[src/rtl/cpu_defs_pkg.sv]
// Shared pipeline definitions: forward-select codes, Tnew/Tuse type and register constants.
package cpu_defs_pkg;

  typedef logic [1:0] tnew_t;
  typedef logic [4:0] regAddr_t;

  localparam logic [1:0] FWD_RF = 2'd0;
  localparam logic [1:0] FWD_E  = 2'd1;
  localparam logic [1:0] FWD_M  = 2'd2;
  localparam logic [1:0] FWD_W  = 2'd3;

  localparam regAddr_t REG_ZERO = 5'd0;

  // One stage closer to write-back; a ready result stays ready.
  function automatic tnew_t tnewDec(tnew_t t);
    return (t == 2'd0) ? 2'd0 : t - 2'd1;
  endfunction

endpackage

[src/rtl/hazard_src_check.sv]
// Per-operand check: picks the nearest producing stage and flags a stall
// when that producer's result arrives later than this operand is consumed.
module hazard_src_check
  import cpu_defs_pkg::*;
(
  input  logic [4:0] src,
  input  logic [1:0] tuse,
  input  logic [4:0] eDst,
  input  logic [1:0] eTnew,
  input  logic       eWe,
  input  logic [4:0] mDst,
  input  logic [1:0] mTnew,
  input  logic       mWe,
  input  logic [4:0] wDst,
  input  logic       wWe,
  output logic [1:0] sel,
  output logic       stallI
);

  // Only the youngest match matters; older writers of the same register are stale.
  always_comb begin
    sel    = FWD_RF;
    stallI = 1'b0;
    if (src != REG_ZERO) begin
      if (eWe && (eDst == src)) begin
        sel    = FWD_E;
        stallI = (eTnew > tuse);
      end else if (mWe && (mDst == src)) begin
        sel    = FWD_M;
        stallI = (mTnew > tuse);
      end else if (wWe && (wDst == src)) begin
        sel    = FWD_W;
      end
    end
  end

endmodule

[src/rtl/hazard_ctrl_tuse.sv]
// D-stage hazard/forwarding controller: shadow E/M/W pipeline, per-operand
// Tuse/Tnew checks and a mult/div busy counter that stalls HI/LO users.
module hazard_ctrl_tuse
  import cpu_defs_pkg::*;
#(
  parameter int NSRC        = 2,
  parameter int MULT_CYCLES = 5,
  parameter int DIV_CYCLES  = 10
)
(
  input  logic              clk,
  input  logic              reset,
  input  logic              d_valid,
  input  logic [NSRC*5-1:0] d_src,
  input  logic [NSRC*2-1:0] d_tuse,
  input  logic [4:0]        d_dst,
  input  logic              d_regwrite,
  input  logic [1:0]        d_tnew,
  input  logic              d_md_start,
  input  logic              d_md_div,
  input  logic              d_md_use,
  output logic              stall,
  output logic [NSRC*2-1:0] fwd_sel,
  output logic              md_busy
);

  localparam int CW = $clog2(DIV_CYCLES + 1);
  localparam logic [CW-1:0] MULT_LOAD = CW'(MULT_CYCLES);
  localparam logic [CW-1:0] DIV_LOAD  = CW'(DIV_CYCLES);

  logic [4:0]    eDstReg, mDstReg, wDstReg;
  tnew_t         eTnewReg, mTnewReg;
  logic          eWeReg, mWeReg, wWeReg;
  logic          eMdReg, eDivReg;
  logic [CW-1:0] mdCntReg;

  logic [NSRC*2-1:0] srcSel;
  logic [NSRC-1:0]   srcStall;
  logic              mdStall;
  logic              issue;

  genvar gi;
  generate
    for (gi = 0; gi < NSRC; gi++) begin : g_src
      hazard_src_check u_check (
        .src    (d_src[5*gi +: 5]),
        .tuse   (d_tuse[2*gi +: 2]),
        .eDst   (eDstReg),
        .eTnew  (eTnewReg),
        .eWe    (eWeReg),
        .mDst   (mDstReg),
        .mTnew  (mTnewReg),
        .mWe    (mWeReg),
        .wDst   (wDstReg),
        .wWe    (wWeReg),
        .sel    (srcSel[2*gi +: 2]),
        .stallI (srcStall[gi])
      );
    end
  endgenerate

  assign md_busy = eMdReg | (mdCntReg != '0);
  assign mdStall = d_valid & d_md_use & md_busy;
  assign stall   = d_valid & ((|srcStall) | mdStall);
  assign fwd_sel = d_valid ? srcSel : '0;
  assign issue   = d_valid & ~stall;

  // Downstream of D never stalls, so the shadow stages advance every cycle.
  always_ff @(posedge clk or posedge reset) begin
    if (reset) begin
      eDstReg  <= REG_ZERO;
      eTnewReg <= 2'd0;
      eWeReg   <= 1'b0;
      eMdReg   <= 1'b0;
      eDivReg  <= 1'b0;
      mDstReg  <= REG_ZERO;
      mTnewReg <= 2'd0;
      mWeReg   <= 1'b0;
      wDstReg  <= REG_ZERO;
      wWeReg   <= 1'b0;
    end else begin
      eDstReg  <= issue ? d_dst : REG_ZERO;
      eTnewReg <= issue ? d_tnew : 2'd0;
      eWeReg   <= issue & d_regwrite;
      eMdReg   <= issue & d_md_start;
      eDivReg  <= issue & d_md_start & d_md_div;
      mDstReg  <= eDstReg;
      mTnewReg <= tnewDec(eTnewReg);
      mWeReg   <= eWeReg;
      wDstReg  <= mDstReg;
      wWeReg   <= mWeReg;
    end
  end

  // Busy window starts when the md op leaves E and keeps counting through stalls.
  always_ff @(posedge clk or posedge reset) begin
    if (reset) begin
      mdCntReg <= '0;
    end else if (eMdReg) begin
      mdCntReg <= eDivReg ? DIV_LOAD : MULT_LOAD;
    end else if (mdCntReg != '0) begin
      mdCntReg <= mdCntReg - 1'b1;
    end
  end

endmodule
[config.mk]
export PLATFORM = sky130hd
export DESIGN_NAME = hazard_ctrl_tuse
export DESIGN_NICKNAME = d
export VERILOG_FILES = /design/src/rtl/cpu_defs_pkg.sv /design/src/rtl/hazard_src_check.sv /design/src/rtl/hazard_ctrl_tuse.sv
export SDC_FILE = /design/constraint.sdc
export NUM_CORES = 1
export LEC_CHECK = 0
export ABC_AREA = 1
export ABC_CLOCK_PERIOD_IN_PS = 6800
export CORE_MARGIN = 8
export CORE_UTILIZATION = 51
export DETAILED_ROUTE_END_ITERATION = 10
export PLACE_DENSITY = 0.79
export SETUP_SLACK_MARGIN = 0.4
export SYNTH_ARGS = -nofsm -noshare
export SYNTH_HDL_FRONTEND = slang
export SYNTH_SLANG_ARGS = --single-unit
[constraint.sdc]
create_clock -name clk -period 6.8 [get_ports clk]
set_clock_uncertainty 0.15 [all_clocks]
set_input_delay 2.04 -clock clk [delete_from_list [all_inputs] [get_ports clk]]
set_output_delay 2.04 -clock clk [all_outputs]
set_load 0.03 [all_outputs]
==> impl_metrics.env <==
export IMPL_slew_headroom_pct=30.4
export IMPL_fin_area_mm2=0.00219
export IMPL_core_mm2=0.00331
export IMPL_seqPwrFrac_pct=50.4
export IMPL_area_growth_pct=25.3
export IMPL_netlist_instances=241
export IMPL_grt_pass1_wl_um=7000
export IMPL_path_max_fanout=5
export IMPL_root_buffer="clkbuf_4"
export IMPL_multi_input_area_um2=836
export IMPL_routed_wl_um=4100
export IMPL_cp_cell_sequence="clkdlybuf4s50_1, inv_1, nand2_1, nand2_1, nor2_2, nand3_2, nor2_2, nor2_1, a21oi_4, nand2_1, nand2_1, inv_1, dlygate4sd2_1"
export IMPL_ys_types=24
export IMPL_crit_required_ps=4610
export IMPL_num_antenna_cells=0
export IMPL_fin_util_pct=66.1
export IMPL_initial_core_util_pct=52.7
export IMPL_grt_ovfl_total=0
export IMPL_hp_class="reg2reg"
export IMPL_crit_arrival_ps=4030
export IMPL_dp_cells=320
export IMPL_grt_setup_unrepaired="false"
export IMPL_r2r_end="eDstReg[0]"
export IMPL_switching_share_pct=32.8
export IMPL_critPathMaxStageDelay_ps=620
export IMPL_tightest_slew_ps=1040
export IMPL_cpMostUsedCell="nand2_1"
export IMPL_reg2reg_depth=8
export IMPL_clock_sinks=28
export IMPL_post_dp_hpwl_um=3350
export IMPL_powerDensity_mw_per_mm2=187
export IMPL_synth_top_area_share_pct=40.1
export IMPL_async_reset_ff_share_pct=100
export IMPL_p_clk_share_pct=19.8
export IMPL_synth_seq_cells=28
export IMPL_crit_family="buffers and inverters"
export IMPL_synth_warning_count=0
export IMPL_status="finished, final reports clean"
export IMPL_r2r_start="eTnewReg[1]"
export IMPL_fin_crit_ps=6220
export IMPL_holdPathStages=0
export IMPL_critPathSlowestCell="clkdlybuf4s50_1"
export IMPL_yosysSeqAreaShare_pct=40.1
export IMPL_internal_power_w=0.000274
export IMPL_hold_slack_ps=277
export IMPL_mappedNetlistArea_mm2=0.00175
export IMPL_fin_cells=324
export IMPL_grt_start_max_net_pins=29
export IMPL_cts_path_max_buffers=2
export IMPL_pin_count=34
export IMPL_antenna_found_initial=0
export IMPL_clkTransAtPathRegs_ps=140
export IMPL_synthTopCellsByArea="dfrtp_1 40%, nand2_1 13%, inv_1 12%, ha_1 7.2%, nor2_1 5.2%"
export IMPL_synth_edff_count=0
export IMPL_die_h_um=74.5
export IMPL_grtUsageTotal_pct=16.0
export IMPL_drtIter0Drc=120
export IMPL_clk_latency_ps=320
export IMPL_nNetsFinal=317
export IMPL_peakVddDrop_mv=0.159
export IMPL_synth_fp_nets=279
export IMPL_critPathCaptureType="primary output"
export IMPL_synth_ff_type="dfrtp_1"
export IMPL_fill_cells=301
export IMPL_critical_path_buf_inv_count=4
export IMPL_power_frac_comb_pct=29.9
export IMPL_vias=1609
export IMPL_p_sw_w=0.000134
export IMPL_synth_largest_area_cell="dfrtp_1"
export IMPL_setup_tns_ps=0
export IMPL_period_share_pct=91.4
export IMPL_min_to="mDstReg[1]"
export IMPL_crit_type="in2out"
export IMPL_maxCapViolCount=0
export IMPL_r2r_slack_ps=4950
export IMPL_hold_viol=0
export IMPL_placed_area_mm2=0.00213
export IMPL_p_leak_nw=1.26
export IMPL_antenna_left=0
export IMPL_rows=21
export IMPL_finalSetupViolCount=0
export IMPL_yosys_top_cells_count="62 x nand2_1, 58 x inv_1, 28 x dfrtp_1"
export IMPL_startpoint_type="input pin"
export IMPL_port_buffers=33
export IMPL_fmax_mhz=161
export IMPL_first_pass_iters=4
export IMPL_fp_dieW_um=74.5
export IMPL_tritoncts="built"
export IMPL_cts_setup_buffers=0
export IMPL_drive_gt1_share_pct=4.68
export IMPL_routed_via_density=4.97
export IMPL_grt_pass1_vias=1544
export IMPL_drv_slew=0
export IMPL_dieArea_mm2=0.00555
export IMPL_avgSynthCellArea_um2=7.24
export IMPL_synth_most_common_cell="nand2_1"
export IMPL_place_congestion=0.912
export IMPL_seq_area_um2=701
export IMPL_wire_per_inst_um=12.7
export IMPL_drc=0
export IMPL_htree_levels=1
export IMPL_cts_made_buffers=3
export IMPL_hold_start="eDstReg[1]"
==> metrics by stage <==
step           setup slack (ps)  power [W]
5_1_grt                     445   0.000439
4_1_cts                     439   0.000411
2_1_floorplan              1450   0.000287
6_report                    584   0.000408
3_3_place_gp                361   0.000328
3_5_place_dp                341   0.000331
==> logic make-up after synthesis <==
kind of cell,synth area share (%)
and+or+nand+nor,27.7
adders and majority gates,7.17
AOI/OAI and AO/OA,9.53
DFF,40.1
buffers and inverters,12.5
xor gates and xnor gates,3.01
==> layout by cell type, fill, tap and decap left out, drive strengths merged <==
| cell type | count |
|---|---|
| o22ai | 2 |
| dfrtp | 28 |
| nor2 | 26 |
| xor2 | 6 |
| o21ai | 8 |
| nand2b | 2 |
| dlymetal6s2s | 4 |
| a21boi | 1 |
| nor4 | 4 |
| dlygate4sd2 | 1 |
| nand2 | 62 |
| o211ai | 1 |
| a22oi | 1 |
| nand3 | 6 |
| inv | 58 |
| ha | 10 |
| or2 | 1 |
| nor3 | 1 |
| clkdlybuf4s50 | 28 |
| a21oi | 16 |
| nand4 | 6 |
| clkbuf | 4 |
| and3 | 2 |
==> how the worst max path moves through the flow <==
stage          cells after the start          to  slack [ps]       from
2_1_floorplan                     10       stall        1450  d_tuse[3]
3_3_place_gp                      12       stall         360  d_tuse[3]
3_5_place_dp                      12       stall         340  d_tuse[3]
4_1_cts                            6  fwd_sel[3]         440   d_src[9]
5_1_grt                           13       stall         440   d_src[7]
6_report                          13       stall         580   d_src[9]
==> power groups by stage <==
stage | registers [W] | logic (W) | clock network (W)
2_1_floorplan | 0.000204 | 0.0000828 | 0
6_report | 0.000206 | 0.000122 | 0.0000807
3_5_place_dp | 0.000208 | 0.000123 | 0
3_3_place_gp | 0.000209 | 0.000119 | 0
4_1_cts | 0.000206 | 0.000123 | 0.0000820
5_1_grt | 0.000209 | 0.000143 | 0.0000872
==> sequential cells by signal, summed over array words and instances, names as in the netlist <==
register and cells:
mWeReg 1, eDivReg 1, wDstReg 5, eTnewReg 2
mdCntReg 4, mTnewReg 2, mDstReg 5, wWeReg 1
eMdReg 1, eWeReg 1, eDstReg 5
==> layout make-up <==
cell class / count / area share, %
inverter: 58 / 9.95
clock buffer: 4 / 1.66
tap: 46 / 2.63
timing repair buffer: 33 / 15.5
sequential: 28 / 32.0
multi-input combinational: 155 / 38.2
==> metal layers <==
metal  vias up  share of wire, %  track usage, %
met1       750                45            20.8
met5         -                 0               0
met4         0              0.71            5.22
met2        44                48            26.4
li1        811                 -               -
met3         4               5.7            2.16
==> timing repair <==
action / 4_1_cts / 5_1_grt
setup endpoints to repair: 2 / 5
resized for setup: 2 / 5
hold buffers: 0 / 0
No activity file was read; power rests on OpenSTA's default activity.
